$ cat src/rtl/muldiv_pkg.sv
// Shared definitions for the multiply/divide sequencer.
//   state_t / S_*   : sequencer state encoding
//   OE_*            : operand-select codes driven on oe1
//   ITER_*_DEF      : default Newton-Raphson iteration counts
//   is_slot()       : true for states that occupy a multiplier op slot
//   oe1_of()        : operand select presented while in a given state
package muldiv_pkg;

   typedef logic [2:0] state_t;

   localparam state_t S_IDLE  = 3'd0;
   localparam state_t S_MUL   = 3'd1;
   localparam state_t S_TABLE = 3'd2;
   localparam state_t S_IT_A  = 3'd3;
   localparam state_t S_IT_B  = 3'd4;
   localparam state_t S_QUOT  = 3'd5;
   localparam state_t S_REM   = 3'd6;
   localparam state_t S_DONE  = 3'd7;

   localparam logic [1:0] OE_FAFB  = 2'b11;
   localparam logic [1:0] OE_XFB   = 2'b01;
   localparam logic [1:0] OE_XCORR = 2'b10;
   localparam logic [1:0] OE_FAX   = 2'b00;

   localparam int ITER_DBL_DEF = 3;
   localparam int ITER_SGL_DEF = 2;

   function automatic logic is_slot(input state_t s);
      return (s == S_MUL) || (s == S_IT_A) || (s == S_IT_B) ||
             (s == S_QUOT) || (s == S_REM);
   endfunction

   function automatic logic [1:0] oe1_of(input state_t s);
      case (s)
         S_MUL:   return OE_FAFB;
         S_IT_A:  return OE_XFB;
         S_IT_B:  return OE_XCORR;
         S_QUOT:  return OE_FAX;
         S_REM:   return OE_XFB;
         default: return OE_FAX;
      endcase
   endfunction

endpackage

$ cat src/rtl/muldiv_seq_lat_cnt.sv
// md_lat_cnt: multiplier latency down-counter that times one op slot.
//   clk, rst_n : clock, async active-low reset
//   load       : start a new slot (counter := MUL_LAT-1)
//   cnt_nxt    : value the counter takes at the next edge
//   last       : current cycle is the final cycle of the slot
module md_lat_cnt #(
   parameter int MUL_LAT = 2
) (
   input  logic       clk,
   input  logic       rst_n,
   input  logic       load,
   output logic [2:0] cnt_nxt,
   output logic       last
);

   localparam logic [2:0] LOAD_VAL = 3'(MUL_LAT - 1);

   logic [2:0] cnt;

   // Saturates at zero so an idle counter reads as "last" harmlessly.
   always_comb begin
      cnt_nxt = cnt;
      if (load)
         cnt_nxt = LOAD_VAL;
      else if (cnt != 3'd0)
         cnt_nxt = cnt - 3'd1;
   end

   assign last = (cnt == 3'd0);

   always_ff @(posedge clk or negedge rst_n) begin
      if (!rst_n)
         cnt <= 3'd0;
      else
         cnt <= cnt_nxt;
   end

endmodule

$ cat src/rtl/muldiv_seq.sv
// muldiv_seq: sequencer for the shared multiply/divide significand datapath.
// Multiply is one multiplier pass; divide runs a table seed, N Newton-Raphson
// iterations (two passes each), a quotient pass and a remainder-check pass.
//   clk, rst_n          : clock, async active-low reset
//   in_valid/in_ready   : operation request handshake (fdiv, db sampled on accept)
//   flush               : abandon the current operation
//   mul_go, oe1, oe2    : multiplier issue, operand select, seed table enable
//   ld_x, ld_q          : capture strobes for approximation / quotient registers
//   iter                : current iteration index
//   busy                : operation in flight
//   out_valid/out_ready : result handshake
//
// state | meaning
// IDLE  | waiting for a request
// MUL   | single fa x fb multiplier pass
// TABLE | reciprocal seed lookup into x
// IT_A  | x_i x fb pass
// IT_B  | x_i x (2 - fb*x_i) pass, x updated at end of slot
// QUOT  | fa x x_final pass, quotient captured at end of slot
// REM   | remainder check pass
// DONE  | result presented until accepted
module muldiv_seq
   import muldiv_pkg::*;
#(
   parameter int MUL_LAT  = 2,
   parameter int ITER_DBL = ITER_DBL_DEF,
   parameter int ITER_SGL = ITER_SGL_DEF
) (
   input  logic       clk,
   input  logic       rst_n,
   input  logic       in_valid,
   output logic       in_ready,
   input  logic       fdiv,
   input  logic       db,
   input  logic       flush,
   output logic       mul_go,
   output logic [1:0] oe1,
   output logic       oe2,
   output logic       ld_x,
   output logic       ld_q,
   output logic [1:0] iter,
   output logic       busy,
   output logic       out_valid,
   input  logic       out_ready
);

   state_t     state, state_nxt;
   logic       db_q;
   logic [1:0] iter_nxt;
   logic [1:0] iter_max;
   logic       slot_start;
   logic       last;
   logic [2:0] cnt_nxt;

   assign in_ready = (state == S_IDLE);
   assign iter_max = db_q ? 2'(ITER_DBL - 1) : 2'(ITER_SGL - 1);

   always_comb begin
      state_nxt = state;
      iter_nxt  = iter;
      case (state)
         S_IDLE:  if (in_valid) state_nxt = fdiv ? S_TABLE : S_MUL;
         S_MUL:   if (last) state_nxt = S_DONE;
         S_TABLE: begin
            state_nxt = S_IT_A;
            iter_nxt  = 2'd0;
         end
         S_IT_A:  if (last) state_nxt = S_IT_B;
         S_IT_B:  if (last) begin
            if (iter == iter_max) begin
               state_nxt = S_QUOT;
            end else begin
               state_nxt = S_IT_A;
               iter_nxt  = iter + 2'd1;
            end
         end
         S_QUOT:  if (last) state_nxt = S_REM;
         S_REM:   if (last) state_nxt = S_DONE;
         S_DONE:  if (out_ready) begin
            state_nxt = S_IDLE;
            iter_nxt  = 2'd0;
         end
         default: state_nxt = S_IDLE;
      endcase
      if (flush) begin
         state_nxt = S_IDLE;
         iter_nxt  = 2'd0;
      end
   end

   // Every slot state exits to a different state, so a state change into a
   // slot state is exactly the issue cycle of a new op.
   assign slot_start = is_slot(state_nxt) && (state_nxt != state);

   md_lat_cnt #(.MUL_LAT(MUL_LAT)) u_lat_cnt (
      .clk     (clk),
      .rst_n   (rst_n),
      .load    (slot_start),
      .cnt_nxt (cnt_nxt),
      .last    (last)
   );

   // Outputs are registered from the next-state view so they line up with
   // the state they describe.
   always_ff @(posedge clk or negedge rst_n) begin
      if (!rst_n) begin
         state     <= S_IDLE;
         db_q      <= 1'b0;
         iter      <= 2'd0;
         mul_go    <= 1'b0;
         oe1       <= OE_FAX;
         oe2       <= 1'b0;
         ld_x      <= 1'b0;
         ld_q      <= 1'b0;
         busy      <= 1'b0;
         out_valid <= 1'b0;
      end else begin
         state     <= state_nxt;
         iter      <= iter_nxt;
         if (state == S_IDLE && in_valid && !flush)
            db_q <= db;
         mul_go    <= slot_start;
         oe1       <= oe1_of(state_nxt);
         oe2       <= (state_nxt == S_TABLE);
         ld_x      <= (state_nxt == S_TABLE) ||
                      ((state_nxt == S_IT_B) && (cnt_nxt == 3'd0));
         ld_q      <= (state_nxt == S_QUOT) && (cnt_nxt == 3'd0);
         busy      <= (state_nxt != S_IDLE);
         out_valid <= (state_nxt == S_DONE);
      end
   end

endmodule

$ cat config.mk
export PLATFORM = sky130hd
export DESIGN_NAME = muldiv_seq
export DESIGN_NICKNAME = d
export VERILOG_FILES = /design/src/rtl/muldiv_pkg.sv /design/src/rtl/muldiv_seq_lat_cnt.sv /design/src/rtl/muldiv_seq.sv
export SDC_FILE = /design/constraint.sdc
export NUM_CORES = 1
export LEC_CHECK = 0
export BUFFER_PORTS_ARGS = -buffer_cell sky130_fd_sc_hd__buf_2
export CAP_MARGIN = 25
export CORE_ASPECT_RATIO = 0.8
export CORE_MARGIN = 2
export CORE_UTILIZATION = 47
export CTS_CLUSTER_DIAMETER = 80
export DETAILED_ROUTE_END_ITERATION = 8
export PLACE_DENSITY_LB_ADDON = 0.12
export SYNTH_ARGS = -nofsm -noshare
export SYNTH_HDL_FRONTEND = slang
export SYNTH_SLANG_ARGS = --single-unit
$ cat constraint.sdc
create_clock -name clk -period 3.3 [get_ports clk]
set_clock_uncertainty 0.1 [all_clocks]
set_input_delay 0.66 -clock clk [delete_from_list [all_inputs] [get_ports clk]]
set_output_delay 0.66 -clock clk [all_outputs]
set_load 0.05 [all_outputs]
### Word level (Yosys, flattened, before mapping)

Cells that the tools add are included.

| word-level totals | value |
|---|---|
| register bits after elaboration | 17 |
| logic and storage cells | 71 |

| cells by class | value |
|---|---|
| add/subtract/negate cells | 2 |
| equal/unequal tests | 19 |
| muxes and demuxes | 19 |
| reduce and logical (&&, ||, !) cells | 20 |

Operators by type and width:

| operator | number |
|---|---|
| $mux 3 | 10 |
| $eq 3x3->1 const B | 8 |
| $pmux 3 s7 | 1 |
| $eq 3x2->1 const B | 4 |
| $mux 2 | 6 |
| $pmux 2 s3 | 2 |
| $logic_not 3->1 | 3 |
| $ne 3x3->1 const B | 3 |
| $eq 3x1->1 const B | 2 |
| $reduce_bool 3->1 | 2 |
| $logic_and 1x1->1 | 5 |
| $logic_or 1x1->1 | 5 |
| $reduce_and 4->1 | 1 |
| $reduce_bool 4->1 | 1 |
| $reduce_or 2->1 | 2 |
| $ne 3x3->1 | 1 |
| $sub 3x1->3 const B | 1 |
| $add 2x1->2 const B | 1 |
| $eq 2x2->1 | 1 |
| $logic_not 1->1 | 1 |

### Depth between registers and ports, before layout

| depth | value |
|---|---|
| depth after elaboration | 16 |
| gate-level depth with buffers | 9 |

### Modules after synthesis

Synthesis repeated with hierarchy kept, for this count alone.

| unflattened totals | value |
|---|---|
| cells, all modules | 103 |
| area total of the unflattened synthesis | 1,002.2 µm² |

Modules (own cells, without submodules):

| module | times used | cells an instance | area an instance (µm²) | sequential area each (µm²) |
|---|---|---|---|---|
| muldiv_seq | 1 | 88 | 839.6 | 350.3 |
| md_lat_cnt | 1 | 15 | 162.7 | 75.1 |

### Worst setup path before layout

No wires, ideal clock.

| path | value |
|---|---|
| path type | reg-to-reg |
| from | register state[1] |
| to | register busy |
| library setup time | 0.131 ns |
| arrival time | 2.156 ns |
| required time | 3.069 ns |
| setup slack | 0.913 ns |
| stages on the path, launching flop included | 8 |
| buffers on the path | 1 |
| clock period less this slack | 2.387 ns |
| cell sequence | dfrtp_1 buf_2 nor3_2 a21o_1 a21oi_1 nor2_1 inv_1 or3_1 |

| on the way | value |
|---|---|
| elaborated cells between the ends (all ways) | 18 |
| those cells by class | eq/ne (7); mux (8); reduce/logical (3) |

RTL lines:

| what | line | RTL |
|---|---|---|
| start, declared | muldiv_seq.sv:47 | `state_t state, state_nxt;` |
| start signal, assigned | muldiv_seq.sv:118 | `state <= state_nxt;` |
| $logic_not 3->1 | n/a |  |
| net in_ready | muldiv_seq.sv:32 | `output logic in_ready,` |
| $pmux 3 s7 | muldiv_seq.sv:61 | `case (state)` |
| $mux 3 | muldiv_seq.sv:85 | `if (flush) begin` |
| net state_nxt[1] | muldiv_seq.sv:47 |  |
| $reduce_bool 3->1 | muldiv_seq.sv:128 | `busy <= (state_nxt != S_IDLE);` |
| end signal, assigned | muldiv_seq.sv:128 |  |
| end, declared | muldiv_seq.sv:42 | `output logic busy,` |

The timed path passes the listed nets, and every way through them passes these cells.
A chain may end at the register's enable or synchronous reset.

### Worst setup path after layout

| path | value |
|---|---|
| from | register u_lat_cnt.cnt[0] |
| to | register u_lat_cnt.cnt[1] |

| on the way | value |
|---|---|
| longest elaborated chain between the ends | 11 |
| elaborated cells between the ends (all ways) | 22 |
| those cells by class | add/sub (1); eq/ne (6); mux (8); reduce/logical (7) |

Ends and longest elaborated chain:

| what | line | RTL |
|---|---|---|
| start, declared | muldiv_seq_lat_cnt.sv:18 | `logic [2:0] cnt;` |
| start signal, assigned | muldiv_seq_lat_cnt.sv:35 | `cnt <= cnt_nxt;` |
| $logic_not 3->1 * | muldiv_seq_lat_cnt.sv:29 | `assign last = (cnt == 3'd0);` |
| $mux 3, on equally long branches | n/a |  |
| $pmux 3 s7 * | muldiv_seq.sv:61 |  |
| $mux 3 * | muldiv_seq.sv:85 |  |
| net state_nxt[2] | muldiv_seq.sv:47 |  |
| $eq 3x1->1 / $eq 3x2->1 (equally long branches) | muldiv_pkg.sv:29 | `return (s == S_MUL) \|\| (s == S_IT_A) \|\| (s == S_IT_B) \|\|` |
| $logic_or 1x1->1 (3 in series) | muldiv_pkg.sv:29 |  |
| $logic_or 1x1->1 | muldiv_pkg.sv:30 | `(s == S_QUOT) \|\| (s == S_REM);` |
| $logic_and 1x1->1 * | muldiv_seq.sv:93 | `assign slot_start = is_slot(state_nxt) && (state_nxt != state);` |
| net slot_start | muldiv_seq.sv:51 | `logic slot_start;` |
| $mux 3 * | muldiv_seq_lat_cnt.sv:23 | `if (load)` |
| net cnt_nxt[1] | muldiv_seq.sv:53 | `logic [2:0] cnt_nxt;` |

The timed path passes the listed nets; every way through them passes the cells marked *.

==> qor.yml <==
status:
  status: "complete, no violations"
critical_path:
  start_kind: "register"
  crit_type: "register to register"
  critical_path_peak_fanout: 9
  crit_path_end_kind: "register"
  worst_ep_arrival_time_ns: 2.47
  cp_data_required_time_ns: 3.40
synth:
  synth_top_cell_area_share: 0.427
  syn_nets: 114
  synth.ff_latch_count: 17
  synth_area_leader_cell: "dfrtp_1"
  yosys-top-cells-area: "dfrtp_1 (43%), nor2_1 (4.9%), nand2b_1 (3.8%)"
  netlist_area_um2: 996
  yosys_warnings: 0
  ys.flop_type: "dfrtp_1"
  postSynthAreaPerCell_um2: 9.49
  yosys-top-cells-count: "dfrtp_1 (17), nor2_1 (13), a21oi_1 (6), inv_1 (6), nand2b_1 (6)"
  synth_seq_area_share: 0.427
  synth_most_common_cell: "dfrtp_1"
  synth_cells: 105
  synth_async_sr_flop_share: 1.00
  ys_types: 41
  synth_edf_count: 0
grt:
  grt_pass1_vias: 718
  antenna_found_initial: 0
  grt_max_degree: 18
  gr-total-overflow: 0
  gr-usage-all-layers: 0.179
  grt_pass1_wl_um: 3370
floorplanning:
  die_h_um: 45.2
  pin_count: 18
  initial_core_util: 0.512
  dieArea_um2: 2510
  die_w_um: 55.5
  rows: 14
  coreArea_um2: 1940
clock_tree:
  cts-root-buf: "clkbuf_4"
  cts_max_level: 1
  cts_tree: "done"
  cts_resized: 0
  clk_pin_slew_ns: 0.10
  cts_buffers: 3
  cts_hold_buf: 0
  clk_path_buf_depth: 2
  clkLatencyLatePin_ns: 0.29
  cts.sink_count: 17
  cts_setup_buffers: 0
cells_and_area:
  fillCellCount: 171
  drive_above_1_share: 0.231
  fin_nets: 131
  diodes: 0
  syn2layout_area_growth_pct: 11.2
timing:
  grt_setup_unrepaired: "no"
  drv_slew: 0
  max-slew-margin-rel: 0.737
  setup_viol: 0
  tightest_slew_ns: 0.394
  finalCritPeriodShare: 0.716
  holdWs_ns: 0.168
  tns_ns: 0
  max_freq_mhz: 423
  period_needed_ns: 2.36
  hold_viol_final: 0
placed_design:
  io_buffers: 17
  place.gp.congestion: 0.908
  dpl.hpwl_um: 1530
worst_hold_path:
  hold_class: "primary input to async pin"
flow_run:
  max-cap-violations: 0
power:
  leakage_uw: 0.000497
  p_per_area_nw_per_um2: 792
  ir_worst_vdd_mv: 0.472
detailed_routing:
  remaining_drc_errors: 0
  via_count: 815
  post_drt_via_cell_ratio: 5.62
  postRouteWirelength_um: 2060
  drt_iter0_markers: 20
  route.antenna.remaining_nets: 0
  drtPass1Iterations: 4
  wire_per_inst_um: 14.2
## critical path, cell delays in order (launching register included)
cell and delay, ns:
dfrtp_1 0.42, inv_1 0.12, ha_1 0.29, and3b_1 0.25, o221ai_1 0.20, o2bb2ai_2 0.35
o31a_1 0.23, a21oi_2 0.10, a211oi_2 0.21
## metal layers
| layer | vias up | global-route usage | share of wire |
|---|---|---|---|
| met5 | - | 0 | 0 |
| met4 | 0 | 0.0439 | 0 |
| met3 | 0 | 0.0630 | 0.048 |
| met2 | 21 | 0.264 | 0.44 |
| met1 | 379 | 0.253 | 0.51 |
| li1 | 415 | - | - |
## where the power goes
group	switching (uW)	internal (uW)	total, uW
combinational	291	152	443
sequential	57.4	263	321
clock	65.6	47.0	113
total	414	463	877
## through the flow
stage / setup WS (ns) / cells / area, um2 / utilization / total power (uW)
2_1_floorplan: 0.913 / 105 / 996 / - / 675
3_3_place_gp: 1.02 / 141 / 1080 / 0.556 / 758
3_5_place_dp: 1.00 / 141 / 1080 / 0.556 / 765
4_1_cts: 0.951 / 145 / 1110 / 0.569 / 883
5_1_grt: 0.768 / 145 / 1110 / 0.569 / 939
6_report: 0.938 / 145 / 1110 / 0.569 / 877
## cell families after synthesis
group           share of synthesized area
simple gates                        0.280
xor+xnor                          0.00880
flops                               0.427
compound gates                      0.173
buf+inv                            0.0528
fa+ha+maj                          0.0251
mux                                0.0327
## state kept, by name, indices dropped and copies added (netlist names)
register / count
state: 3
u_lat_cnt.cnt: 3
iter: 2
oe1: 2
busy: 1
db_q: 1
ld_q: 1
ld_x: 1
mul_go: 1
oe2: 1
out_valid: 1
## layout by cell type, fill, tap and decap left out, drive strengths merged, types with 2 or more instances in the layout
cell    netlist  routed
dfrtp        17      17
buf           4      17
nor2         13      13
a21oi         7       7
inv           6       6
nand2b        6       6
nand2         5       5
o21ai         5       5
nand3b        4       4
nor3          4       4
clkbuf        1       4
a211oi        3       3
nor2b         2       2
a31oi         2       2
or3b          2       2
nand4         2       2
mux2          2       2
ha            2       2
## final cells by class
class / instances / area (um2) / area share
Clock buffer: 4 / 26.3 / 0.0237
Inverter: 6 / 22.5 / 0.0203
Multi-Input combinational cell: 77 / 518 / 0.468
Sequential cell: 17 / 425 / 0.384
Tap cell: 24 / 30.0 / 0.0271
Timing Repair Buffer: 17 / 85.1 / 0.0768
## worst paths after layout
check / from / endpoint / slack (ns) / cells after the start
min: rst_n / db_q / 0.17 / 1
min in group clk: db_q / db_q / 0.47 / 1
max reg2reg: u_lat_cnt.cnt[0] / u_lat_cnt.cnt[1] / 0.94 / 8
max in group asynchronous: rst_n / ld_x / 2.66 / 1
max: u_lat_cnt.cnt[0] / u_lat_cnt.cnt[1] / 0.94 / 8
min reg2reg: db_q / db_q / 0.47 / 1
(Power assumes the default switching activity.)
